### src/rtl/rtc_bus_arbiter_if.sv
// Bus bundle between the three bus controllers (init, write, read),
// the shared bus-cycle engine and the arbiter that owns the bus.
// The slave modport is the arbiter's view; master is the controllers' side.
interface rtc_bus_arbiter_if;
    // Requests and completions from the controllers
    logic       Inicio_I;
    logic       Inicio_E;
    logic       Inicio_L;
    logic       Fin_I;
    logic       Fin_E;
    logic       Fin_L;

    // Per-controller bus-cycle parameters
    logic [3:0] Addr_I;
    logic [3:0] Addr_E;
    logic [3:0] Addr_L;
    logic       Op_I;
    logic       Op_E;
    logic       Op_L;
    logic       AD_I;
    logic       AD_E;
    logic       AD_L;

    // Completion pulse from the shared bus-cycle engine
    logic       Final_WR;

    // Arbiter outputs
    logic       Gnt_I;
    logic       Gnt_E;
    logic       Gnt_L;
    logic       Final_WR_I;
    logic       Final_WR_E;
    logic       Final_WR_L;
    logic [3:0] Addr;
    logic       Op;
    logic       AD;
    logic       Busy;
    logic       Err_TO;

    modport slave (
        input  Inicio_I, Inicio_E, Inicio_L,
        input  Fin_I, Fin_E, Fin_L,
        input  Addr_I, Addr_E, Addr_L,
        input  Op_I, Op_E, Op_L,
        input  AD_I, AD_E, AD_L,
        input  Final_WR,
        output Gnt_I, Gnt_E, Gnt_L,
        output Final_WR_I, Final_WR_E, Final_WR_L,
        output Addr, Op, AD,
        output Busy, Err_TO
    );

    modport master (
        output Inicio_I, Inicio_E, Inicio_L,
        output Fin_I, Fin_E, Fin_L,
        output Addr_I, Addr_E, Addr_L,
        output Op_I, Op_E, Op_L,
        output AD_I, AD_E, AD_L,
        output Final_WR,
        input  Gnt_I, Gnt_E, Gnt_L,
        input  Final_WR_I, Final_WR_E, Final_WR_L,
        input  Addr, Op, AD,
        input  Busy, Err_TO
    );
endinterface

### src/rtl/rtc_bus_arbiter.sv
// Arbiter for the shared RTC bus-cycle engine.
// Init requests have absolute priority; write and read alternate when both
// are pending. Every grant ends in a one-cycle GAP state, and a grant held
// for TIMEOUT_CYC cycles without completion is forcibly released with an
// Err_TO pulse. Err_TO is registered and therefore shows up in the GAP cycle
// that follows the timeout release.
module rtc_bus_arbiter #(
    parameter int TIMEOUT_CYC = 1024,
    parameter int TO_W        = 11
) (
    input  logic             clk,
    input  logic             reset,
    rtc_bus_arbiter_if.slave bus
);

    typedef enum logic [2:0] {
        IDLE    = 3'd0,
        G_INIT  = 3'd1,
        G_WRITE = 3'd2,
        G_READ  = 3'd3,
        GAP     = 3'd4
    } state_t;

    // Counter value seen in the last cycle a grant may be held
    localparam logic [TO_W-1:0] TO_LAST = TO_W'(TIMEOUT_CYC - 1);

    state_t          state_q, state_d;
    logic [TO_W-1:0] to_cnt_q, to_cnt_d;
    logic            last_l_q, last_l_d;   // 1: read (L) was served last, 0: write (E)
    logic            err_to_q, err_to_d;

    logic            own_req;
    logic            own_fin;
    logic            to_hit;

    assign to_hit = (to_cnt_q == TO_LAST);

    // Select the request level and finish pulse of whoever currently holds the grant
    always_comb begin
        own_req = 1'b0;
        own_fin = 1'b0;
        case (state_q)
            G_INIT: begin
                own_req = bus.Inicio_I;
                own_fin = bus.Fin_I;
            end
            G_WRITE: begin
                own_req = bus.Inicio_E;
                own_fin = bus.Fin_E;
            end
            G_READ: begin
                own_req = bus.Inicio_L;
                own_fin = bus.Fin_L;
            end
            default: begin
                own_req = 1'b0;
                own_fin = 1'b0;
            end
        endcase
    end

    // Next-state logic: arbitration in IDLE, release conditions in grant states
    always_comb begin
        state_d  = state_q;
        to_cnt_d = '0;
        last_l_d = last_l_q;
        err_to_d = 1'b0;
        case (state_q)
            IDLE: begin
                // Counter stays cleared here so every grant starts from zero
                if (bus.Inicio_I) begin
                    state_d = G_INIT;
                end else if (bus.Inicio_E && bus.Inicio_L) begin
                    if (last_l_q) begin
                        state_d  = G_WRITE;
                        last_l_d = 1'b0;
                    end else begin
                        state_d  = G_READ;
                        last_l_d = 1'b1;
                    end
                end else if (bus.Inicio_E) begin
                    state_d  = G_WRITE;
                    last_l_d = 1'b0;
                end else if (bus.Inicio_L) begin
                    state_d  = G_READ;
                    last_l_d = 1'b1;
                end
            end
            G_INIT, G_WRITE, G_READ: begin
                if (own_fin || !own_req || to_hit) begin
                    state_d  = GAP;
                    // A finish in the timeout cycle counts as a normal completion
                    err_to_d = to_hit && !own_fin;
                end else begin
                    to_cnt_d = to_cnt_q + 1'b1;
                end
            end
            GAP: begin
                state_d = IDLE;
            end
            default: begin
                state_d = IDLE;
            end
        endcase
    end

    // State, timeout counter, fairness flag and error pulse registers
    always_ff @(posedge clk) begin
        if (reset) begin
            state_q  <= IDLE;
            to_cnt_q <= '0;
            last_l_q <= 1'b1;
            err_to_q <= 1'b0;
        end else begin
            state_q  <= state_d;
            to_cnt_q <= to_cnt_d;
            last_l_q <= last_l_d;
            err_to_q <= err_to_d;
        end
    end

    // Grants decode straight from the state register; bus mux and Final_WR routing follow them
    always_comb begin
        bus.Gnt_I      = (state_q == G_INIT);
        bus.Gnt_E      = (state_q == G_WRITE);
        bus.Gnt_L      = (state_q == G_READ);
        bus.Busy       = (state_q == G_INIT) || (state_q == G_WRITE) || (state_q == G_READ);
        bus.Err_TO     = err_to_q;
        bus.Final_WR_I = bus.Final_WR && (state_q == G_INIT);
        bus.Final_WR_E = bus.Final_WR && (state_q == G_WRITE);
        bus.Final_WR_L = bus.Final_WR && (state_q == G_READ);
        bus.Addr       = 4'h0;
        bus.Op         = 1'b0;
        bus.AD         = 1'b0;
        case (state_q)
            G_INIT: begin
                bus.Addr = bus.Addr_I;
                bus.Op   = bus.Op_I;
                bus.AD   = bus.AD_I;
            end
            G_WRITE: begin
                bus.Addr = bus.Addr_E;
                bus.Op   = bus.Op_E;
                bus.AD   = bus.AD_E;
            end
            G_READ: begin
                bus.Addr = bus.Addr_L;
                bus.Op   = bus.Op_L;
                bus.AD   = bus.AD_L;
            end
            default: begin
                bus.Addr = 4'h0;
                bus.Op   = 1'b0;
                bus.AD   = 1'b0;
            end
        endcase
    end

endmodule

### src/flat_wrapper.sv
// flat-port wrapper written by rule: the top's interface ports become plain ports
module rtc_bus_arbiter_flat 
#(
    parameter int TIMEOUT_CYC = 1024,
    parameter int TO_W        = 11
)
  (clk, reset, bus_Inicio_I, bus_Inicio_E, bus_Inicio_L, bus_Fin_I, bus_Fin_E, bus_Fin_L, bus_Addr_I, bus_Addr_E, bus_Addr_L, bus_Op_I, bus_Op_E, bus_Op_L, bus_AD_I, bus_AD_E, bus_AD_L, bus_Final_WR, bus_Gnt_I, bus_Gnt_E, bus_Gnt_L, bus_Final_WR_I, bus_Final_WR_E, bus_Final_WR_L, bus_Addr, bus_Op, bus_AD, bus_Busy, bus_Err_TO);
  rtc_bus_arbiter_if bus_i ();
  input  logic clk;
  input  logic reset;
  input wire logic [$bits(bus_i.Inicio_I)-1:0] bus_Inicio_I;
  input wire logic [$bits(bus_i.Inicio_E)-1:0] bus_Inicio_E;
  input wire logic [$bits(bus_i.Inicio_L)-1:0] bus_Inicio_L;
  input wire logic [$bits(bus_i.Fin_I)-1:0] bus_Fin_I;
  input wire logic [$bits(bus_i.Fin_E)-1:0] bus_Fin_E;
  input wire logic [$bits(bus_i.Fin_L)-1:0] bus_Fin_L;
  input wire logic [$bits(bus_i.Addr_I)-1:0] bus_Addr_I;
  input wire logic [$bits(bus_i.Addr_E)-1:0] bus_Addr_E;
  input wire logic [$bits(bus_i.Addr_L)-1:0] bus_Addr_L;
  input wire logic [$bits(bus_i.Op_I)-1:0] bus_Op_I;
  input wire logic [$bits(bus_i.Op_E)-1:0] bus_Op_E;
  input wire logic [$bits(bus_i.Op_L)-1:0] bus_Op_L;
  input wire logic [$bits(bus_i.AD_I)-1:0] bus_AD_I;
  input wire logic [$bits(bus_i.AD_E)-1:0] bus_AD_E;
  input wire logic [$bits(bus_i.AD_L)-1:0] bus_AD_L;
  input wire logic [$bits(bus_i.Final_WR)-1:0] bus_Final_WR;
  output wire logic [$bits(bus_i.Gnt_I)-1:0] bus_Gnt_I;
  output wire logic [$bits(bus_i.Gnt_E)-1:0] bus_Gnt_E;
  output wire logic [$bits(bus_i.Gnt_L)-1:0] bus_Gnt_L;
  output wire logic [$bits(bus_i.Final_WR_I)-1:0] bus_Final_WR_I;
  output wire logic [$bits(bus_i.Final_WR_E)-1:0] bus_Final_WR_E;
  output wire logic [$bits(bus_i.Final_WR_L)-1:0] bus_Final_WR_L;
  output wire logic [$bits(bus_i.Addr)-1:0] bus_Addr;
  output wire logic [$bits(bus_i.Op)-1:0] bus_Op;
  output wire logic [$bits(bus_i.AD)-1:0] bus_AD;
  output wire logic [$bits(bus_i.Busy)-1:0] bus_Busy;
  output wire logic [$bits(bus_i.Err_TO)-1:0] bus_Err_TO;
  assign bus_i.Inicio_I = bus_Inicio_I;
  assign bus_i.Inicio_E = bus_Inicio_E;
  assign bus_i.Inicio_L = bus_Inicio_L;
  assign bus_i.Fin_I = bus_Fin_I;
  assign bus_i.Fin_E = bus_Fin_E;
  assign bus_i.Fin_L = bus_Fin_L;
  assign bus_i.Addr_I = bus_Addr_I;
  assign bus_i.Addr_E = bus_Addr_E;
  assign bus_i.Addr_L = bus_Addr_L;
  assign bus_i.Op_I = bus_Op_I;
  assign bus_i.Op_E = bus_Op_E;
  assign bus_i.Op_L = bus_Op_L;
  assign bus_i.AD_I = bus_AD_I;
  assign bus_i.AD_E = bus_AD_E;
  assign bus_i.AD_L = bus_AD_L;
  assign bus_i.Final_WR = bus_Final_WR;
  assign bus_Gnt_I = bus_i.Gnt_I;
  assign bus_Gnt_E = bus_i.Gnt_E;
  assign bus_Gnt_L = bus_i.Gnt_L;
  assign bus_Final_WR_I = bus_i.Final_WR_I;
  assign bus_Final_WR_E = bus_i.Final_WR_E;
  assign bus_Final_WR_L = bus_i.Final_WR_L;
  assign bus_Addr = bus_i.Addr;
  assign bus_Op = bus_i.Op;
  assign bus_AD = bus_i.AD;
  assign bus_Busy = bus_i.Busy;
  assign bus_Err_TO = bus_i.Err_TO;
  rtc_bus_arbiter #(.TIMEOUT_CYC(TIMEOUT_CYC), .TO_W(TO_W)) u_core (.clk(clk), .reset(reset), .bus(bus_i));
endmodule
### config.mk
export PLATFORM = sky130hd
export DESIGN_NAME = rtc_bus_arbiter_flat
export DESIGN_NICKNAME = d
export VERILOG_FILES = /design/src/rtl/rtc_bus_arbiter_if.sv /design/src/rtl/rtc_bus_arbiter.sv /design/src/flat_wrapper.sv
export SDC_FILE = /design/constraint.sdc
export NUM_CORES = 1
export LEC_CHECK = 0
export CAP_MARGIN = 20
export CORE_UTILIZATION = 30
export DETAILED_ROUTE_END_ITERATION = 6
export GPL_TIMING_DRIVEN = 0
export HOLD_SLACK_MARGIN = 0.15
export PLACE_DENSITY = 0.61
export SYNTH_ARGS = -nofsm -noshare
export SYNTH_HDL_FRONTEND = slang
export SYNTH_SLANG_ARGS = --single-unit
export TNS_END_PERCENT = 100
### constraint.sdc
create_clock -name clk -period 2.3 [get_ports clk]
set_input_delay 0.69 -clock clk [delete_from_list [all_inputs] [get_ports clk]]
set_output_delay 0.69 -clock clk [all_outputs]
set_load 0.03 [all_outputs]
==> impl_metrics.toml <==
[outcome]
run_status = "finished clean"

[clock_tree]
max-clock-path-buffers = 2
cts_tree = "built"
clock-root-buffer = "clkbuf_4"
cts-buffers-inserted = 3
cts-hold-fix-buffers = 0
h-tree-depth = 1
numClockSinks = 16
clkTransAtPathRegs_ns = 0.09
clock_latency_of_the_later_clocked_register_in_the_worst_skew_pair_ns = 0.28

[synthesis]
post-synth-top-area-fraction = 0.3278
yosys_register_bits = 16
synthesis.area_um2 = 977.2
synth_top_area_cell = "dfxtp_1"
synth.net_count = 142
netlist_top_cells_area = "dfxtp_1 33%, mux2_2 8.1%, nor2_1 6.5%"
synthAdderAreaFrac = 0.01280
syn_avg_cell_area_um2 = 8.572
post_synth_and_or_nand_nor_area_fraction = 0.3047
synth-compound-area-share = 0.1293
synth-warning-count = 0
synth.yosys.seq_area_share = 0.3278
synth.distinct_cells = 38
yosys.area_share.xor_xnor = 0.07170
synthCells = 114
synth_top_family_by_area = "simple AND/OR/NAND/NOR gates"
post_synthesis_mux_area_share = 0.09091

[pwr]
irDropWorstVdd_mv = 0.1749
power.static_leakage_nw = 0.6619
power_density_mw_per_mm2 = 465.5

[sta]
highest_attainable_clock_frequency_mhz = 441.8
final.setup.tns_ns = 0
rsz0062_at_grt = "true"
tightestPinTransition_ns = 0.4678
final_period_minus_worst_setup_slack_ns = 2.263
final_critical_path_share_of_the_clock_period = 0.9841
timing_max_transition_violations_final = 0
timing.final.ws_setup_ns = 0.03668
slew_headroom = 0.6852
finalHoldViolCount = 0
skew_ns = 0.001430
setup-violations-final = 0

[drt]
initialDrtViolationCount = 28
totalWireLength_um = 2592
wl_per_cell_um = 12.58
detail_route.drc_violations = 0
first_pass_iters = 4
drt-vias-per-instance = 4.850
overall_via_count_from_detail_route = 999
antenna_left = 0

[cells_and_area]
area_growth_syn_to_layout_pct = 60.18
finalNetCount = 192
drive_gt1_frac = 0.3333
antenna_cells_inserted = 0

[global_route]
global_route_usage_over_all_layers = 0.1617
grt_max_degree = 11
antenna_found_initial = 0
grt_pass1_wl_um = 4271
gr-total-overflow = 0
first_global_vias = 1012

[job]
maxCapViolCount = 0

[worst_setup_path]
timing.critical_path.fanout_max = 2
critical_path_class = "input port to output port"
cp-end-kind = "output port"
worst_setup_path_start_kind = "input port"
timing.critical_path.required_ns = 1.61
arrival_ns = 1.57

[die]
start_util = 0.3175
ioPinCount = 41
dieWidth_um = 59.07
fp.dieArea_mm2 = 0.003489
fp-row-count = 20
die_h_um = 59.07
placeableCoreArea_mm2 = 0.003078

[placed_design]
count_of_buffers_inserted_at_the_top_level_ports = 40
pre_cts_ws_ns = -0.5492
place_hpwl_um = 1827
finalWeightedCongestion = 0.7442

[worst_hold_path]
min_path_type = "flop to flop"
-- where the power goes --
group	total (W)	internal [W]	switching [W]
logic	0.000295	0.000152	0.000143
clock network	0.000144	0.0000609	0.0000832
registers	0.000290	0.000285	0.00000512
total	0.000729	0.000498	0.000231
-- cells in the final DEF (no fill, tap or decap), drive strengths merged, types with 2 or more instances in the layout --
cell and count:
a21oi 2, a22oi 7, and3 2, buf 18, clkbuf 5, clkdlybuf4s15 3
clkdlybuf4s50 15, dfxtp 16, dlygate4sd2 8, dlymetal6s2s 6, inv 4, mux2 7
nand2 5, nand3 5, nand4 3, nor2 27, nor3 3, nor4 2
xnor2 2, xor2 6
-- layer usage --
metal / vias to the layer above / GRT usage / wire length [µm]
met5: - / 0 / 0
met3: 5 / 0.04148 / 158
met4: 0 / 0.07143 / 44
met2: 37 / 0.2760 / 1300
met1: 451 / 0.1902 / 1089
li1: 506 / - / -
-- worst paths after layout --
path | startpoint | end | slack (ns) | cells after the start
setup / recovery | bus_Final_WR | bus_Final_WR_E | 0.04 | 3
hold / removal | u_core.to_cnt_q[10]$_SDFF_PP0_ | u_core.to_cnt_q[10]$_SDFF_PP0_ | 0.50 | 2
setup reg to reg | u_core.to_cnt_q[0]$_SDFF_PP0_ | u_core.state_q[2]$_SDFFE_PP0P_ | 0.48 | 5
hold reg to reg | u_core.to_cnt_q[10]$_SDFF_PP0_ | u_core.to_cnt_q[10]$_SDFF_PP0_ | 0.50 | 2
-- synthesized netlist by cell type (all sizes together) --
library cell  count
a22o              1
a21oi             2
nor3              3
a31oi             1
nand2b            1
nand4             3
and4              1
buf               5
and3              2
or2               1
mux2              7
nand3             5
a2111oi           1
or4               1
and2              1
o32ai             1
ha                1
a22oi             7
clkbuf            2
mux2i             1
nor2b             1
inv               4
a32o              1
o31ai             1
nor4              2
xor2              6
nand2             5
xnor2             2
or4b              1
nor2             27
o2111ai           1
dfxtp            16
-- stage by stage --
step / area (µm²) / total power [W] / std cells / hold WS, ns / util
after floorplan: 977.2 / 0.0004418 / 114 / 0.4465 / -
after global placement: 1433 / 0.0005483 / 198 / 0.4622 / 0.4654
after detailed placement: 1433 / 0.0005500 / 198 / 0.4656 / 0.4654
after CTS: 1496 / 0.0007145 / 203 / 0.4820 / 0.4862
after global routing: 1565 / 0.0007725 / 206 / 0.5247 / 0.5085
final: 1565 / 0.0007286 / 206 / 0.4999 / 0.5085
-- registers in the layout, summed over array words and instances (netlist names) --
signal and cells:
u_core.last_l_q 1, u_core.to_cnt_q 11, u_core.bus.Err_TO 1, u_core.state_q 3
-- worst max-delay path, stage by stage --
cell and delay, ns:
clkdlybuf4s50_1 0.47, and2_1 0.12, clkdlybuf4s15_2 0.29
-- kinds of logic after synthesis --
logic type                 count (synthesis)
adders and majority gates                  1
DFF                                       16
xor gates and xnor gates                   8
AOI/OAI and AO/OA                         16
and+or+nand+nor                           54
buffers and inverters                     11
muxes                                      8
-- area by class of cell --
type	instances	area [µm²]
sequential	16	321.6
clock buffer	3	22.52
buffer	7	76.32
inverter	4	15.01
tap	44	55.05
fill	307	1513
multi-input combinational	87	648.1
timing repair buffer	45	426.7
-- timing repair --
action	4_1_cts	5_1_grt
cloned	0	1
endpoints found under the setup margin	13	8
setup buffers	2	2
pin swaps	4	7
gates resized for setup	68	27
Note: power is estimated with default switching activity, not from simulation.
